===== config.mk =====
export PLATFORM = sky130hd
export DESIGN_NAME = instr_fetch_stage
export DESIGN_NICKNAME = d
export VERILOG_FILES = /design/src/rtl/instr_fetch_stage_pkg.sv /design/src/rtl/fetch_fifo.sv /design/src/rtl/instr_fetch_stage.sv
export SDC_FILE = /design/constraint.sdc
export NUM_CORES = 1
export LEC_CHECK = 0
export ABC_AREA = 1
export BUFFER_PORTS_ARGS = -buffer_cell sky130_fd_sc_hd__buf_2
export CAP_MARGIN = 20
export CORE_UTILIZATION = 57
export CTS_BUF_LIST = sky130_fd_sc_hd__clkbuf_2
export DETAILED_ROUTE_END_ITERATION = 8
export PLACE_DENSITY = 0.85
export SLEW_MARGIN = 20
export SYNTH_ARGS = -nofsm -noshare
export SYNTH_HDL_FRONTEND = slang
export SYNTH_HIERARCHICAL = 1
export SYNTH_SLANG_ARGS = --single-unit

===== constraint.sdc =====
create_clock -name clk -period 5.5 [get_ports clk]
set_input_delay 1.1 -clock clk [delete_from_list [all_inputs] [get_ports clk]]
set_output_delay 1.1 -clock clk [all_outputs]
set_load 0.05 [all_outputs]

===== src/rtl/instr_fetch_stage_pkg.sv =====
// Shared definitions for the instruction fetch stage.
// Contents: fetch FSM state encoding, default FIFO depth (credit limit) and
// default instruction width.
package instr_fetch_stage_pkg;

  typedef enum logic [0:0] {
    StFetch = 1'b0,
    StDrain = 1'b1
  } fetch_state_e;

  localparam int unsigned DefaultFifoDepth = 2;
  localparam int unsigned DefaultIBits     = 32;

endpackage


===== src/rtl/fetch_fifo.sv =====
// Synchronous FIFO with asynchronous active-high reset.
// Ports:
//   clk_i, rst_i      clock, async active-high reset
//   push_i, data_i    write port (ignored when full or clearing)
//   pop_i, data_o     read port; data_o shows the head entry (ignored when empty)
//   clear_i           synchronous flush of all entries, wins over push/pop
//   full_o, empty_o   occupancy flags
//   count_o           number of entries held, 0..Depth
// Depth must be a power of two (pointers wrap naturally) and at least 2.
module fetch_fifo #(
  parameter int unsigned Width = 32,
  parameter int unsigned Depth = 2
) (
  input  logic                     clk_i,
  input  logic                     rst_i,
  input  logic                     push_i,
  input  logic [Width-1:0]         data_i,
  input  logic                     pop_i,
  output logic [Width-1:0]         data_o,
  input  logic                     clear_i,
  output logic                     full_o,
  output logic                     empty_o,
  output logic [$clog2(Depth):0]   count_o
);

  localparam int unsigned PtrW = $clog2(Depth);
  localparam int unsigned CntW = PtrW + 1;

  logic [Width-1:0] mem_q [Depth];
  logic [PtrW-1:0]  wr_ptr_q, wr_ptr_d;
  logic [PtrW-1:0]  rd_ptr_q, rd_ptr_d;
  logic [CntW-1:0]  count_q, count_d;
  logic             do_push, do_pop;

  always_comb begin
    full_o  = (count_q == CntW'(Depth));
    empty_o = (count_q == '0);
    count_o = count_q;
    data_o  = mem_q[rd_ptr_q];
    do_push = push_i && !full_o && !clear_i;
    do_pop  = pop_i && !empty_o && !clear_i;
  end

  always_comb begin
    wr_ptr_d = wr_ptr_q;
    rd_ptr_d = rd_ptr_q;
    count_d  = count_q;
    if (clear_i) begin
      wr_ptr_d = '0;
      rd_ptr_d = '0;
      count_d  = '0;
    end else begin
      if (do_push) wr_ptr_d = wr_ptr_q + 1'b1;
      if (do_pop)  rd_ptr_d = rd_ptr_q + 1'b1;
      unique case ({do_push, do_pop})
        2'b10:   count_d = count_q + 1'b1;
        2'b01:   count_d = count_q - 1'b1;
        default: count_d = count_q;
      endcase
    end
  end

  always_ff @(posedge clk_i or posedge rst_i) begin
    if (rst_i) begin
      wr_ptr_q <= '0;
      rd_ptr_q <= '0;
      count_q  <= '0;
    end else begin
      wr_ptr_q <= wr_ptr_d;
      rd_ptr_q <= rd_ptr_d;
      count_q  <= count_d;
    end
  end

  // Storage needs no reset: entries are only read while counted as valid.
  always_ff @(posedge clk_i) begin
    if (do_push) mem_q[wr_ptr_q] <= data_i;
  end

endmodule


===== src/rtl/instr_fetch_stage.sv =====
// Instruction fetch stage: issues instruction-memory reads for the current PC,
// tells the PC apparatus when to advance, and hands {PC, instruction} pairs to
// decode in program order over a valid/ready handshake.
// Ports:
//   clk, reset                          clock, async active-high reset
//   pcIn, pcAdvance                     PC apparatus interface
//   flush                               redirect: kill all older work this cycle
//   imemReqValid/Ready/Addr             memory request channel
//   imemRespValid/Data                  in-order memory responses, <= 1 per cycle
//   instValid/Ready, instOut, instPcOut decode interface
//   fetchFault                          only with IFETCH_ALIGN_CHECK_EN: sticky
//                                       misaligned-PC flag, cleared by flush
// Optional feature macro: IFETCH_ALIGN_CHECK_EN.
module instr_fetch_stage
  import instr_fetch_stage_pkg::*;
#(
  parameter int unsigned DBITS      = 32,
  parameter int unsigned IBITS      = DefaultIBits,
  parameter int unsigned FIFO_DEPTH = DefaultFifoDepth
) (
  input  logic             clk,
  input  logic             reset,
  input  logic [DBITS-1:0] pcIn,
  output logic             pcAdvance,
  input  logic             flush,
  output logic             imemReqValid,
  input  logic             imemReqReady,
  output logic [DBITS-1:0] imemReqAddr,
  input  logic             imemRespValid,
  input  logic [IBITS-1:0] imemRespData,
  output logic             instValid,
  input  logic             instReady,
  output logic [IBITS-1:0] instOut,
  output logic [DBITS-1:0] instPcOut
`ifdef IFETCH_ALIGN_CHECK_EN
  ,
  output logic             fetchFault
`endif
);

  localparam int unsigned CntW   = $clog2(FIFO_DEPTH) + 1;
  localparam int unsigned InUseW = CntW + 1;
  localparam int unsigned OutW   = DBITS + IBITS;

  fetch_state_e state_q, state_d;
  logic [CntW-1:0] discard_q, discard_d;

  // Requests in flight are exactly the entries of the PC tag queue.
  logic [CntW-1:0]   outstanding;
  logic              tag_full, tag_empty;
  logic [DBITS-1:0]  tag_pc;

  logic [CntW-1:0]   out_count;
  logic              out_full, out_empty;
  logic [OutW-1:0]   out_rdata;

  logic              misalign;
  logic              resp_vld, drop, issue_ok, issue, out_push, out_pop;
  logic [InUseW-1:0] in_use;

`ifdef IFETCH_ALIGN_CHECK_EN
  assign misalign = |pcIn[1:0];
`else
  assign misalign = 1'b0;
`endif

  // Output / datapath control.
  always_comb begin
    // A response with no tag to pair it with is ignored.
    resp_vld  = imemRespValid && !tag_empty;
    drop      = (discard_q != '0) || flush;
    out_push  = resp_vld && !drop && !out_full;
    instValid = !reset && !out_empty && !flush;
    out_pop   = instValid && instReady;
    // Credit counts the slot freed by a same-cycle pop so that a depth-2
    // queue sustains one instruction per cycle.
    in_use    = {1'b0, outstanding} + {1'b0, out_count} - InUseW'(out_pop);
    issue_ok  = !reset && (state_q == StFetch) && !flush && !misalign && !tag_full &&
                (in_use < InUseW'(FIFO_DEPTH));
    issue        = issue_ok && imemReqReady;
    imemReqValid = issue_ok;
    imemReqAddr  = pcIn;
    pcAdvance    = issue;
    instOut      = out_rdata[IBITS-1:0];
    instPcOut    = out_rdata[IBITS +: DBITS];
  end

  // Next-state: on flush every request still in flight after this cycle's
  // response must be thrown away; issue is gated by flush so none is added.
  always_comb begin
    discard_d = discard_q;
    if (flush) begin
      discard_d = outstanding - CntW'(resp_vld);
    end else if (resp_vld && (discard_q != '0)) begin
      discard_d = discard_q - 1'b1;
    end

    state_d = state_q;
    unique case (state_q)
      StFetch: if (flush && (discard_d != '0)) state_d = StDrain;
      StDrain: if (discard_d == '0) state_d = StFetch;
      default: state_d = StFetch;
    endcase
  end

  always_ff @(posedge clk or posedge reset) begin
    if (reset) begin
      state_q   <= StFetch;
      discard_q <= '0;
    end else begin
      state_q   <= state_d;
      discard_q <= discard_d;
    end
  end

`ifdef IFETCH_ALIGN_CHECK_EN
  logic fault_q, fault_d;

  always_comb begin
    fault_d = fault_q;
    if (flush) begin
      fault_d = 1'b0;
    end else if ((state_q == StFetch) && misalign) begin
      fault_d = 1'b1;
    end
  end

  always_ff @(posedge clk or posedge reset) begin
    if (reset) fault_q <= 1'b0;
    else       fault_q <= fault_d;
  end

  assign fetchFault = fault_q;
`endif

  fetch_fifo #(
    .Width (DBITS),
    .Depth (FIFO_DEPTH)
  ) u_tag_fifo (
    .clk_i   (clk),
    .rst_i   (reset),
    .push_i  (issue),
    .data_i  (pcIn),
    .pop_i   (resp_vld),
    .data_o  (tag_pc),
    .clear_i (1'b0),
    .full_o  (tag_full),
    .empty_o (tag_empty),
    .count_o (outstanding)
  );

  fetch_fifo #(
    .Width (OutW),
    .Depth (FIFO_DEPTH)
  ) u_out_fifo (
    .clk_i   (clk),
    .rst_i   (reset),
    .push_i  (out_push),
    .data_i  ({tag_pc, imemRespData}),
    .pop_i   (out_pop),
    .data_o  (out_rdata),
    .clear_i (flush),
    .full_o  (out_full),
    .empty_o (out_empty),
    .count_o (out_count)
  );

endmodule

# After elaboration in Yosys (flattened, before gate mapping)
# Memories as Yosys holds them, arrays and structs flattened.
# Index checks and enable logic that the tools add are counted.
[totals]
regBits = 11
ramBits = 192
inputBits = 70
out_inout_bits = 99
wordCells = 82
n_memories = 2
[memory_table]
columns = ["name", "words", "word_bits", "read_ports", "rd_ports_with_merged_regs", "write_ports", "line", "rtl"]
rows = [
  ["u_out_fifo.mem_q", 2, 64, 1, 0, 1, "fetch_fifo.sv:29", "logic [Width-1:0] mem_q [Depth];"],
  ["u_tag_fifo.mem_q", 2, 32, 1, 0, 1, "fetch_fifo.sv:29", ""],
]
[classes]
add_sub_neg = 12
order_cmp = 1
n_eq_ne = 6
n_mux = 16
bitwise = 1
n_reduce_logical = 36
[ops]
columns = ["op", "n"]
rows = [
  ["$logic_and 1x1->1", 19],
  ["$mux 1", 10],
  ["$reduce_bool 2->1", 5],
  ["$eq 2x2->1 const B", 4],
  ["$pmux 2 s2", 2],
  ["$logic_not 1->1", 7],
  ["$logic_not 2->1", 3],
  ["$mux 2", 3],
  ["$sub 2x1->2 const B", 3],
  ["$add 1x1->1 const B", 4],
  ["$add 2x1->2 const B", 2],
  ["$eq 2x1->1 const B", 2],
  ["$add 2x2->3", 1],
  ["$lt 3x2->1 const B", 1],
  ["$reduce_bool 3->1", 1],
  ["$sub 3x1->3", 1],
  ["$pmux 1 s2", 1],
  ["$sub 2x1->2", 1],
  ["$logic_or 1x1->1", 1],
  ["$not 1->1", 1],
]

# Longest topological paths before layout
# Gate-level depths: netlist (run 1).
[depth]
word_depth = 12
mapped_depth = 16
ltp_nobuf = 15

# Hierarchy
# Netlist (run 1), hierarchy kept.
[modules_own_cells]
columns = ["module", "instances", "cells_each", "area_per_inst_um2", "seq_area_each_um2"]
rows = [
  ["fetch_fifo (u_out_fifo)", 1, 373, 4909.7, 3943.8],
  ["fetch_fifo (u_tag_fifo)", 1, 206, 2592.5, 2021.9],
  ["instr_fetch_stage", 1, 80, 583.1, 75.1],
]

# Worst setup path after synthesis (run 1)
# Ideal clock, no wire load.
[synth_timing]
path_type = "input-to-reg"
startpoint = "input flush"
endpoint = "memory u_tag_fifo.mem_q[2][0], in the netlist u_tag_fifo/mem_q[1][0] (enable)"
arrival_ns = 6.780
setup_slack_ns = -1.701
path_stages = 11
path_cell_list = "nor3_1 and2_1 ha_1 or2_2 fa_1 nand2_1 nor3b_1 inv_1 a21oi_2 nand2_1 nor2_1"
[synth_via]
elab_chain_cells = 10
elab_cells_between_ends = 12
cone_classes = "add/sub: 1; order compare: 1; mux: 2; reduce/logical: 8"
[synth_lines]
columns = ["element", "line", "rtl"]
rows = [
  ["start: declaration", "instr_fetch_stage.sv:25", "input logic flush,"],
  ["$logic_not 1->1", "instr_fetch_stage.sv:73", "instValid = !reset && !out_empty && !flush;"],
  ["$logic_and 1x1->1", "instr_fetch_stage.sv:73", ""],
  ["$logic_and 1x1->1", "instr_fetch_stage.sv:74", "out_pop = instValid && instReady;"],
  ["net out_pop", "instr_fetch_stage.sv:58", "logic resp_vld, drop, issue_ok, issue, out_push, out_pop;"],
  ["$sub 3x1->3", "instr_fetch_stage.sv:77", "in_use = {1'b0, outstanding} + {1'b0, out_count} - InUseW'(out_pop);"],
  ["$lt 3x2->1", "instr_fetch_stage.sv:79", "(in_use < InUseW'(FIFO_DEPTH));"],
  ["$logic_and 1x1->1", "instr_fetch_stage.sv:78", "issue_ok = !reset && (state_q == StFetch) && !flush && !misalign && !tag_full &&"],
  ["$logic_and 1x1->1", "instr_fetch_stage.sv:80", "issue = issue_ok && imemReqReady;"],
  ["net pcAdvance", "instr_fetch_stage.sv:24", "output logic pcAdvance,"],
  ["$logic_and 1x1->1", "fetch_fifo.sv:40", "do_push = push_i && !full_o && !clear_i;"],
  ["$mux 1", "fetch_fifo.sv:77", "if (do_push) mem_q[wr_ptr_q] <= data_i;"],
  ["$mux 1 (implied by the code)", "fetch_fifo.sv:77", ""],
  ["end: declaration", "fetch_fifo.sv:29", ""],
]
# The timed path passes the listed nets, and every way through them passes these cells.

# Final worst setup path (run 1)
[layout_timing]
startpoint = "register u_out_fifo.count_q[1], in the netlist u_out_fifo/count_o[1]"
endpoint = "output pcAdvance"
[layout_via]
elab_chain_cells = 9
elab_cells_between_ends = 10
cone_classes = "add/sub: 2; order compare: 1; reduce/logical: 7"
[layout_lines]
columns = ["element", "line", "rtl"]
rows = [
  ["start: declaration", "fetch_fifo.sv:32", "logic [CntW-1:0] count_q, count_d;"],
  ["start signal: assignment", "fetch_fifo.sv:71", "count_q <= count_d;"],
  ["$logic_not 2->1", "fetch_fifo.sv:37", "empty_o = (count_q == '0);"],
  ["net out_empty", "instr_fetch_stage.sv:54", "logic out_full, out_empty;"],
  ["$logic_not 1->1", "instr_fetch_stage.sv:73", ""],
  ["$logic_and 1x1->1 (2 in series)", "instr_fetch_stage.sv:73", ""],
  ["$logic_and 1x1->1", "instr_fetch_stage.sv:74", ""],
  ["net out_pop", "instr_fetch_stage.sv:58", ""],
  ["$sub 3x1->3", "instr_fetch_stage.sv:77", ""],
  ["$lt 3x2->1", "instr_fetch_stage.sv:79", ""],
  ["$logic_and 1x1->1", "instr_fetch_stage.sv:78", ""],
  ["$logic_and 1x1->1", "instr_fetch_stage.sv:80", ""],
  ["end: declaration", "instr_fetch_stage.sv:24", ""],
]
# The timed path passes the listed nets, and every way through them passes these cells.

==> results.txt, run 1 <==
CP cell instances - nor2_1, nor3_2, and2_1, ha_1, or2_2, fa_1, nand2_1, nor3b_2, buf_2
Die ar. - 14,700 sq um
Ranking of synthesized cells by area - edfxtp_1 (71%), nand2_1 (14%), dfrtp_1 (3.4%), buf_4 (3.0%), buf_2 (1.1%)
RSZ-0062 raised after global routing - no
Post-DP HPWL - 9.10 mm
Largest net degree at the start of global routing - 65
Post-synthesis area per instance - 12.3 sq um
Max-cap violations - 0
CTS resizes - 0
IO buf count - 168
Top-area cell type share of the netlist area - 71.3%
Largest family of logic cells by synthesized area - simple AND/OR/NAND/NOR gates
Mapped cell area - 8090 sq um
Relative slew slack - 33.9%
TritonCTS Buffers - 47
CTS Hold Bufs - 0
Total core area - 13,900 sq um
Grt total ovfl - 0
Initial Util - 58.2%
Layout area overhead - 15.4%
Slew @ Worst Pin - 985 ps
XOR/XNOR Fraction of Synth Area - 0.325%
Slowest stage cell, crit path - dfrtp_1
Crit path capture type - output pin
Via/cell ratio - 4.85
CTS tree - built
Root Driver - clkbuf_2
Register area share after synthesis - 74.7%
Ratio of cells with drive above 1 in the final layout - 32.1%
Final Cell Area - 9330 sq um
Drt first pass iters - 4
Outcome - finished clean
Vias - 5,067
Mux contribution to synthesized area - 0%
Gr usage total - 20.3%
Clock skew - 43.9 ps
Peak VDD IR - 0.197 mV
H-tree levels - 2
Die height - 121 microns
Synth Area in Compound Gates - 0.929%
Antenna violations before repair - 1
Min cycle time layout - 4460 ps
Leak - 4.02 nW
Worst-Skew Late Latency - 770 ps
Distinct cells, synth - 30
Setup violations, final - 0
Remaining routing DRC violations - 0
GPL Wtd Cong - 0.806
Adder-cell area share of the yosys netlist - 0.867%
Reg2Reg Depth - 13
Cell taking the most area after synthesis - edfxtp_1
Fin nets - 903
Pwr Density - 300 nW/um^2
Routed Antenna Nets - 0
Drt initial violations - 243
Syn Nets - 734
Maximum clock frequency - 224 MHz
Vias in the first global route - 4,928
Final slew viol count - 0
Critical Path AT - 3360 ps
Die Wd - 121 microns
Worst Hold Class - in2async
DR WL/cell - 14.0 microns
Crit-path max FO - 8
Post-CTS Setup Inserts - 0
Post-synthesis register bit count - 203
Clock transition at path regs - 100 ps
# IOs - 169
CTS Buffer Depth - 3
Final hold vios - 0
Site row count - 43
Post-Synthesis Cells - 659
First-pass GRT wire length - 22.5 mm
Simple-gate share of the synthesized area - 17.4%
Crit share post-route - 81.1%
Post-Route WL - 14.6 mm
Worst Setup Path Type - reg2out
Clock sinks - 203
Startpoint type of the worst setup path - register
Yosys warns - 6
Data required, critical path - 4400 ps
Placed cell area - 8890 sq um
Final core utilization - 67.2%
Largest stage delay, worst path - 520 ps
-- metrics by stage --
stage	hold WS [ps]	setup WS, ps	setup TNS, ps	instances	total power [mW]
after floorplan	481	-91.9	-5880	659	1.87
after global placement	507	1120	0	958	1.91
after detailed placement	520	1110	0	959	1.91
after CTS	191	935	0	1043	2.83
after global routing	205	833	0	1044	2.92
final	272	1040	0	1044	2.80
-- synth_stat cells --
cell and instances:
dfrtp_1 11, nand2_2 12, edfxtp_1 192, nand2_1 303
nor3b_1 1, conb_1 1, o21ai_0 4, buf_2 17
nor3_1 2, ha_1 4, clkinv_1 1, buf_4 32
fa_1 1, xor2_1 3, nand3_1 12, buf_6 2
or2_1 1, or2_2 1, inv_1 22, nor2_2 2
a21oi_1 2, inv_2 4, nor2_1 11, nand4_1 5
a21oi_2 2, o211ai_1 1, o21ai_1 4, nor2_4 1
clkbuf_1 4, and2_1 1
-- per-layer routing --
metal  global-route usage, %  wire (microns)
met5                       0               0
met3                    4.93             861
met4                    9.72             384
met2                    37.0            7760
met1                    22.0            5560
-- cell usage in the layout, fill, tap and decap left out, types with 2 or more instances in the layout --
cell      instances
a21oi_1           2
a21oi_2           2
buf_2           168
buf_4             6
clkbuf_2         66
clkinv_1         13
clkinv_2          4
dfrtp_1          10
edfxtp_1        192
ha_1              4
inv_1            21
inv_2             6
nand2_1         303
nand2_2          12
nand3_1          12
nand4_1           5
nor2_1            7
nor2_2            2
nor2_4            5
o21ai_0           4
o21ai_1           4
xor2_1            3
-- sequential cells by signal (all words and copies together), names as in the netlist --
signal / cells
u_tag_fifo/count_o: 2
u_out_fifo/rd_ptr_q: 1
discard_q: 2
u_tag_fifo/mem_q: 64
u_out_fifo/mem_q: 128
u_tag_fifo/wr_ptr_q: 1
state_q: 1
u_tag_fifo/rd_ptr_q: 1
u_out_fifo/wr_ptr_q: 1
u_out_fifo/count_o: 2
-- area by class of cell --
class	instances	area (sq um)
antenna	1	2.50
clock buffer	66	330
clock inverter	18	98.8
fill	1050	4550
inverter	27	101
multi-input combinational	374	1620
sequential	203	6040
tap	180	225
timing repair buffer	175	906
-- cell families (layout without fill, tap and decap cells) --
logic type	Yosys count	after routing
AO/OA/AOI/OAI	13	13
XOR/XNOR	3	3
adder cells (fa/ha/maj)	5	5
buffers and inverters	82	286
flip-flops	203	203
other	1	2
AND/OR/NAND/NOR	352	352
-- power breakdown --
part	switching, mW	internal (mW)
registers	0.00682	1.70
clock network	0.552	0.372
logic	0.124	0.0453
-- final timing paths --
check                                                        from                           endpoint  slack (ps)
worst max-delay path            u_out_fifo/count_o[1]$_DFFE_PP0P_                          pcAdvance        1040
worst min-delay path                                        reset             discard_q[1]$_DFF_PP0_         270
worst max register to register  u_out_fifo/count_o[1]$_DFFE_PP0P_  u_tag_fifo/mem_q[1][23]$_DFFE_PP_        1890
worst min register to register  u_tag_fifo/mem_q[0][21]$_DFFE_PP_  u_out_fifo/mem_q[1][53]$_DFFE_PP_         530
max in group asynchronous                                   reset  u_tag_fifo/count_o[0]$_DFFE_PP0P_        5030
min in group clk                                  imemRespData[4]   u_out_fifo/mem_q[1][4]$_DFFE_PP_         530
-- critical path, delay by kind of cell, from the launching register on --
family                     cells  cell delay [ps]
DFF                            1              520
and+or+nand+nor                6             1070
adders and majority gates      2              730
buffers and inverters          1              310
Note: power is estimated with default switching activity, not from simulation.
==> inputs of run 2 (changes only) <==
ABC_AREA = 0   (was 1)
CORE_UTILIZATION = 56   (was 57)
PLACE_DENSITY = 0.84   (was 0.85)
clock period = 4.65 ns   (was 5.5 ns; I/O delays follow)
==> results.txt, run 2 <==
Fin nets - 686 (-24%)
Post-DP HPWL - 8.99 mm (-1.2%)
Crit share post-route - 92.7%
CTS Buffer Depth - 3 (unchanged)
Final Cell Area - 9270 sq um (-0.64%)
Post-synthesis area per instance - 18.7 sq um (+53%)
Via/cell ratio - 5.11 (+5.3%)
Net Sw Power - 0.766 mW (+12%)
Register area share after synthesis - 75.9% (+1.2 points)
Worst-Skew Late Latency - 780 ps (about the same)
Asr flop ratio synth - 5.42% (unchanged)
CTS Hold Bufs - 0 (unchanged)
Slew @ Worst Pin - 891 ps (-94.1 ps)
Final hold vios - 0 (unchanged)
RSZ-0062 raised after global routing - no
Most common cell in the netlist - edfxtp_1
Remaining routing DRC violations - 0 (unchanged)
Die Wd - 121 microns (about the same)
Distinct cells, synth - 37 (+23%)
Worst Hold Class - in2async
Clock sinks - 203 (unchanged)
R2R setup slack - 1100 ps (-790 ps)
Yosys warns - 6 (unchanged)
Clock skew - 55.1 ps (+11.2 ps)
Leak - 3.45 nW (-14%)
Setup violations, final - 0 (unchanged)
Antenna violations before repair - 0 (-1)
Most instantiated cells after synthesis - edfxtp_1 (192), mux2_2 (96), buf_4 (32)
Worst Setup Path Type - reg2out
Final slew viol count - 0 (unchanged)
Crit path capture type - output pin
Max-cap violations - 0 (unchanged)
Reg2Reg Depth - 12 (-1)
Overall Power - 3.24 mW (+16%)
Maximum clock frequency - 232 MHz
Antenna diodes - 0 (-1)
EDFF count, synth - 192 (unchanged)
Cell taking the most area after synthesis - edfxtp_1
Fin Setup TNS - 0 ps (unchanged)
PnR worst setup slack - 338 ps (-699 ps)
Die ar. - 14,700 sq um (+0.16%)
Top-area cell type share of the netlist area - 72.5% (+1.2 points)
GPL Wtd Cong - 0.858 (+6.5%)
Post-Route WL - 13.9 mm (-4.9%)
CP cell instances - nor2_1, nor3_4, and2_1, ha_1, nand2b_1, fa_1, xor2_1, and3_1, and2_2, buf_2
CTS resizes - 0 (unchanged)
TritonCTS Buffers - 48 (+2.1%)
Filler Cell Count - 963 (-8.3%)
Ranking of synthesized cells by area - edfxtp_1 (72%), mux2_2 (14%), dfrtp_1 (3.5%), buf_4 (3.0%), buf_2 (0.69%)
Mapped cell area - 7960 sq um (-1.6%)
Pwr Density - 350 nW/um^2 (+16%)
Initial Util - 57.3% (-0.93 points)
Vias in the first global route - 4,331 (-12%)
Commonest cells after routing, fill and taps aside - edfxtp_1 (192), buf_2 (168), mux2_2 (96)
Fin cells - 821 (-21%)
Gr usage total - 19.4% (-0.85 points)
Grt total ovfl - 0 (unchanged)
DR WL/cell - 16.9 microns (+21%)
Comb power frac - 5.4% (-0.6 points)
Data required, critical path - 3720 ps (-680 ps)
Clk network pwr share - 32.5% (-0.5 points)
Largest net degree at the start of global routing - 66 (+1.5%)
CTS tree - built
Critical Path AT - 3380 ps (+20 ps)
Ratio of cells with drive above 1 in the final layout - 54.8% (+23 points)
Placed cell area - 8860 sq um (-0.41%)
Clock transition at path regs - 110 ps (about the same)
RR Startpoint - u_out_fifo/count_o[1]$_DFFE_PP0P_
Max reg flops - 128 (unchanged)
Relative slew slack - 40.6% (+6.7 points)
IO buf count - 168 (unchanged)
Post-CTS Setup Inserts - 0 (unchanged)
Crit-path max FO - 7 (-1)
Net Sw Frac - 23.6% (-0.71 points)
Routed Antenna Nets - 0 (unchanged)
Biggest regs - u_out_fifo/mem_q x128, u_tag_fifo/mem_q x64
Min cycle time layout - 4310 ps
Placed cell count - 741 (-23%)
Sequential share of power - 62.1% (+1.1 points)
Site row count - 43 (unchanged)
Total core area - 13,900 sq um (unchanged)
Layout area overhead - 16.5%
Worst r2r dst - u_tag_fifo/mem_q[0][7]$_DFFE_PP_
Top reg by flops - u_out_fifo/mem_q
# IOs - 169 (unchanged)
Startpoint type of the worst setup path - register
Post-Synthesis Cells - 425 (-36%)
Post-synthesis register bit count - 203 (unchanged)
Largest stage delay, worst path - 500 ps (-20 ps)
Drt first pass iters - 4 (unchanged)
Slowest stage cell, crit path - dfrtp_1
Vias - 4,196 (-17%)
Outcome - finished clean
Power Internal - 2.48 mW (+17%)
First-pass GRT wire length - 21.2 mm (-5.4%)
Worst slack, placed - 444 ps (-669 ps)
Die height - 121 microns (about the same)
Peak VDD IR - 0.195 mV (-1.2%)
Root Driver - clkbuf_2
Main synth FF type - edfxtp_1
Commonest non-fill, non-tap cell in the layout - edfxtp_1
H-tree levels - 2 (unchanged)
Drt initial violations - 250 (+2.9%)
## run 2: power by group through the flow
stage / Clock [mW] / Sequential, mW / Combinational [mW]
after floorplan: 0 / 2.05 / 0.125
after global placement: 0 / 2.05 / 0.168
after detailed placement: 0 / 2.05 / 0.177
after CTS: 1.10 / 2.01 / 0.177
after global routing: 1.19 / 2.01 / 0.187
final: 1.05 / 2.01 / 0.176
## run 2: area by class of cell
cell class              count  area (sq um)  share of cell area [%]
inverters                  13          48.8                   0.527
clock inverters            18          97.6                    1.05
well taps                 180           225                    2.43
clock buffers              62           310                    3.35
repair buffers            175           906                    9.78
flip-flops and latches    203          6040                    65.2
multi-input cells         170          1640                    17.7
## run 2: how the worst max path moves through the flow
stage | start | end | slack (ps) | depth (start not counted)
floorplan | imemRespValid | u_out_fifo/mem_q[1][0]$_DFFE_PP_ | 30 | 4
global placement | flush | pcAdvance | 560 | 10
detailed placement | flush | pcAdvance | 440 | 10
CTS | u_out_fifo/count_o[0]$_DFFE_PP0P_ | pcAdvance | 270 | 10
global route | u_out_fifo/count_o[1]$_DFFE_PP0P_ | pcAdvance | 80 | 10
finish | u_out_fifo/count_o[1]$_DFFE_PP0P_ | pcAdvance | 340 | 10
## run 2: metal layers
layer,routed length [microns],share of wire [%],vias to the layer above,track usage [%]
met1,5320,38,2022,21.8
met2,7300,53,175,34.4
met5,0,0,-,0
met4,227,1.6,0,7.64
li1,-,-,1976,-
met3,1000,7.2,23,6.02
## run 2: kinds of logic (layout without fill, tap and decap cells)
family	after synthesis	in the layout	synth area share, %
adders and majority gates	5	5	0.881
xor gates and xnor gates	5	5	0.550
other	1	6	0.0471
muxes	98	98	13.8
DFF	203	203	75.9
AOI/OAI and AO/OA	20	20	1.56
and+or+nand+nor	36	36	2.74
buffers and inverters	57	268	4.47
## run 2: per-stage QoR
step / hold slack [ps] / utilization, %
3_5_place_dp: 551 / 63.8
6_report: 94.3 / 66.8
2_1_floorplan: 537 / -
4_1_cts: 22.2 / 66.8
5_1_grt: 13.7 / 66.8
3_3_place_gp: 545 / 63.8
## run 2: worst max-delay path, delay by kind of cell, from the launching register on
| family | cells | cell delay [ps] |
|---|---|---|
| XOR/XNOR | 1 | 140 |
| buffers and inverters | 1 | 280 |
| AND/OR/NAND/NOR | 6 | 1060 |
| adder cells (fa/ha/maj) | 2 | 670 |
| flip-flops | 1 | 500 |
==> inputs of run 3 (changes only) <==
PLACE_DENSITY = unset   (was 0.84)
PLACE_DENSITY_LB_ADDON = 0.3   (was unset)
==> results.txt, run 3 (synthesized netlist as in run 2, its figures left out) <==
Outcome - finished clean
Leak - 3.49 nW (+1.3%)
Crit path capture type - output pin
Drt first pass iters - 6 (+2)
Worst-Skew Late Latency - 770 ps (about the same)
# IOs - 169 (unchanged)
Post-DP HPWL - 8.35 mm (-7.2%)
Root Driver - clkbuf_2
TritonCTS Buffers - 48 (unchanged)
Final hold vios - 0 (unchanged)
Peak VDD IR - 0.207 mV (+6.3%)
Maximum clock frequency - 232 MHz (about the same)
Max-cap violations - 0 (unchanged)
Data required, critical path - 3720 ps (about the same)
Vias - 4,156 (-0.95%)
Sequential share of power - 60.7% (-1.4 points)
Net Sw Frac - 23.3% (-0.33 points)
GPL Wtd Cong - 0.712 (-17%)
PnR worst setup slack - 335 ps (-3.09 ps)
RSZ-0062 raised after global routing - no
Slew @ Worst Pin - 909 ps (+17.9 ps)
Top reg by flops - u_out_fifo/mem_q
Pwr Density - 356 nW/um^2 (+1.8%)
Min cycle time layout - 4320 ps (+3.09 ps)
Relative slew slack - 39.4% (-1.2 points)
Die Wd - 121 microns (unchanged)
Critical Path AT - 3390 ps (about the same)
Site row count - 43 (unchanged)
Total core area - 13,900 sq um (unchanged)
Commonest cells after routing, fill and taps aside - edfxtp_1 (192), buf_2 (168), mux2_2 (96)
CTS Hold Bufs - 0 (unchanged)
Die height - 121 microns (unchanged)
Power Internal - 2.54 mW (+2.6%)
Worst slack, placed - 439 ps (-5.07 ps)
First-pass GRT wire length - 20.4 mm (-4.1%)
Crit-path max FO - 7 (unchanged)
Clock sinks - 203 (unchanged)
Vias in the first global route - 4,257 (-1.7%)
Layout area overhead - 16.8%
Worst Setup Path Type - reg2out
H-tree levels - 2 (unchanged)
Via/cell ratio - 5.02 (-1.8%)
Antenna violations before repair - 0 (unchanged)
Largest net degree at the start of global routing - 66 (unchanged)
Max reg flops - 128 (unchanged)
Grt total ovfl - 0 (unchanged)
Initial Util - 57.3% (unchanged)
Ratio of cells with drive above 1 in the final layout - 56.2% (+1.4 points)
Crit share post-route - 92.8% (about the same)
Startpoint type of the worst setup path - register
Biggest regs - u_out_fifo/mem_q x128, u_tag_fifo/mem_q x64
Post-Route WL - 13.4 mm (-3.6%)
Filler Cell Count - 974 (+1.1%)
FF/Latch Area - 6040 sq um (about the same)
Gr usage total - 18.6% (-0.81 points)
Final slew viol count - 0 (unchanged)
Overall Power - 3.31 mW (+2.1%)
Net Sw Power - 0.772 mW (+0.73%)
Commonest non-fill, non-tap cell in the layout - edfxtp_1
Clock transition at path regs - 110 ps (about the same)
CTS resizes - 0 (unchanged)
Clock skew - 45.0 ps (-10.0 ps)
Remaining routing DRC violations - 0 (unchanged)
Comb power frac - 5.2% (-0.2 points)
CTS Buffer Depth - 3 (unchanged)
Fin Setup TNS - 0 ps (unchanged)
DR WL/cell - 16.1 microns (-4.4%)
Worst Hold Class - in2async
Final core utilization - 67.0% (+0.22 points)
Routed Antenna Nets - 0 (unchanged)
CTS tree - built
Drt initial violations - 155 (-38%)
Largest stage delay, worst path - 480 ps (-20 ps)
Post-CTS Setup Inserts - 0 (unchanged)
IO buf count - 168 (unchanged)
Multi-input combinational cell area - 1640 sq um (unchanged)
CP cell instances - nor2_1, nor3_4, and2_1, ha_1, nand2b_1, fa_1, xor2_1, and3_1, and2_2, buf_2
Setup violations, final - 0 (unchanged)
Slowest stage cell, crit path - dfrtp_1
Antenna diodes - 0 (unchanged)
Fin nets - 686 (unchanged)
Die ar. - 14,700 sq um (unchanged)
Clk network pwr share - 34.0% (+1.5 points)
## run 3: critical path, delay by kind of cell (launching register included)
kind	cells	cell delay [ps]
AND/OR/NAND/NOR	6	1090
XOR/XNOR	1	130
adder cells (fa/ha/maj)	2	650
buffers and inverters	1	290
flip-flops	1	480
## run 3: final timing paths
| path | slack [ps] | cells after the start | startpoint | to |
|---|---|---|---|---|
| max | 330 | 10 | u_out_fifo/count_o[1]$_DFFE_PP0P_ | pcAdvance |
| min | 100 | 2 | reset | u_out_fifo/count_o[0]$_DFFE_PP0P_ |
| max reg2reg | 1290 | 12 | u_out_fifo/count_o[1]$_DFFE_PP0P_ | u_tag_fifo/mem_q[1][10]$_DFFE_PP_ |
| min reg2reg | 550 | 1 | u_tag_fifo/mem_q[1][17]$_DFFE_PP_ | u_out_fifo/mem_q[1][49]$_DFFE_PP_ |
| max in group asynchronous | 4340 | 2 | reset | u_tag_fifo/rd_ptr_q$_DFFE_PP0P_ |
| min in group clk | 360 | 1 | imemRespData[30] | u_out_fifo/mem_q[0][30]$_DFFE_PP_ |
## run 3: final cells by class
class                           count  share of cell area [%]
Clock buffer                       76                    4.09
Clock inverter                     11                   0.727
Inverter                           13                   0.525
Multi-Input combinational cell    170                    17.6
Sequential cell                   203                    65.0
Tap cell                          180                    2.42
Timing Repair Buffer              175                    9.61
## run 3: power groups by stage
stage	logic (mW)	clock network, mW	registers (mW)
5_1_grt	0.185	1.26	2.01
3_3_place_gp	0.168	0	2.05
6_report	0.173	1.13	2.01
2_1_floorplan	0.125	0	2.05
3_5_place_dp	0.174	0	2.05
4_1_cts	0.175	1.18	2.01
## run 3: routing by layer
metal | share of wire, % | global-route usage (%) | up-vias | routed length, microns
li1 | - | - | 1998 | -
met1 | 40 | 20.8 | 1975 | 5290
met2 | 52 | 32.4 | 149 | 6880
met3 | 5.9 | 4.42 | 34 | 783
met4 | 3.0 | 11.0 | 0 | 401
met5 | 0 | 0 | - | 0
## run 3: metrics by stage
stage                     hold slack [ps]  cells  instance area (sq um)
final                                95.7    828                   9300
after global routing                 24.5    828                   9300
after CTS                            6.63    828                   9300
after detailed placement              551    741                   8850
after global placement                541    741                   8850
after floorplan                       537    430                   8020
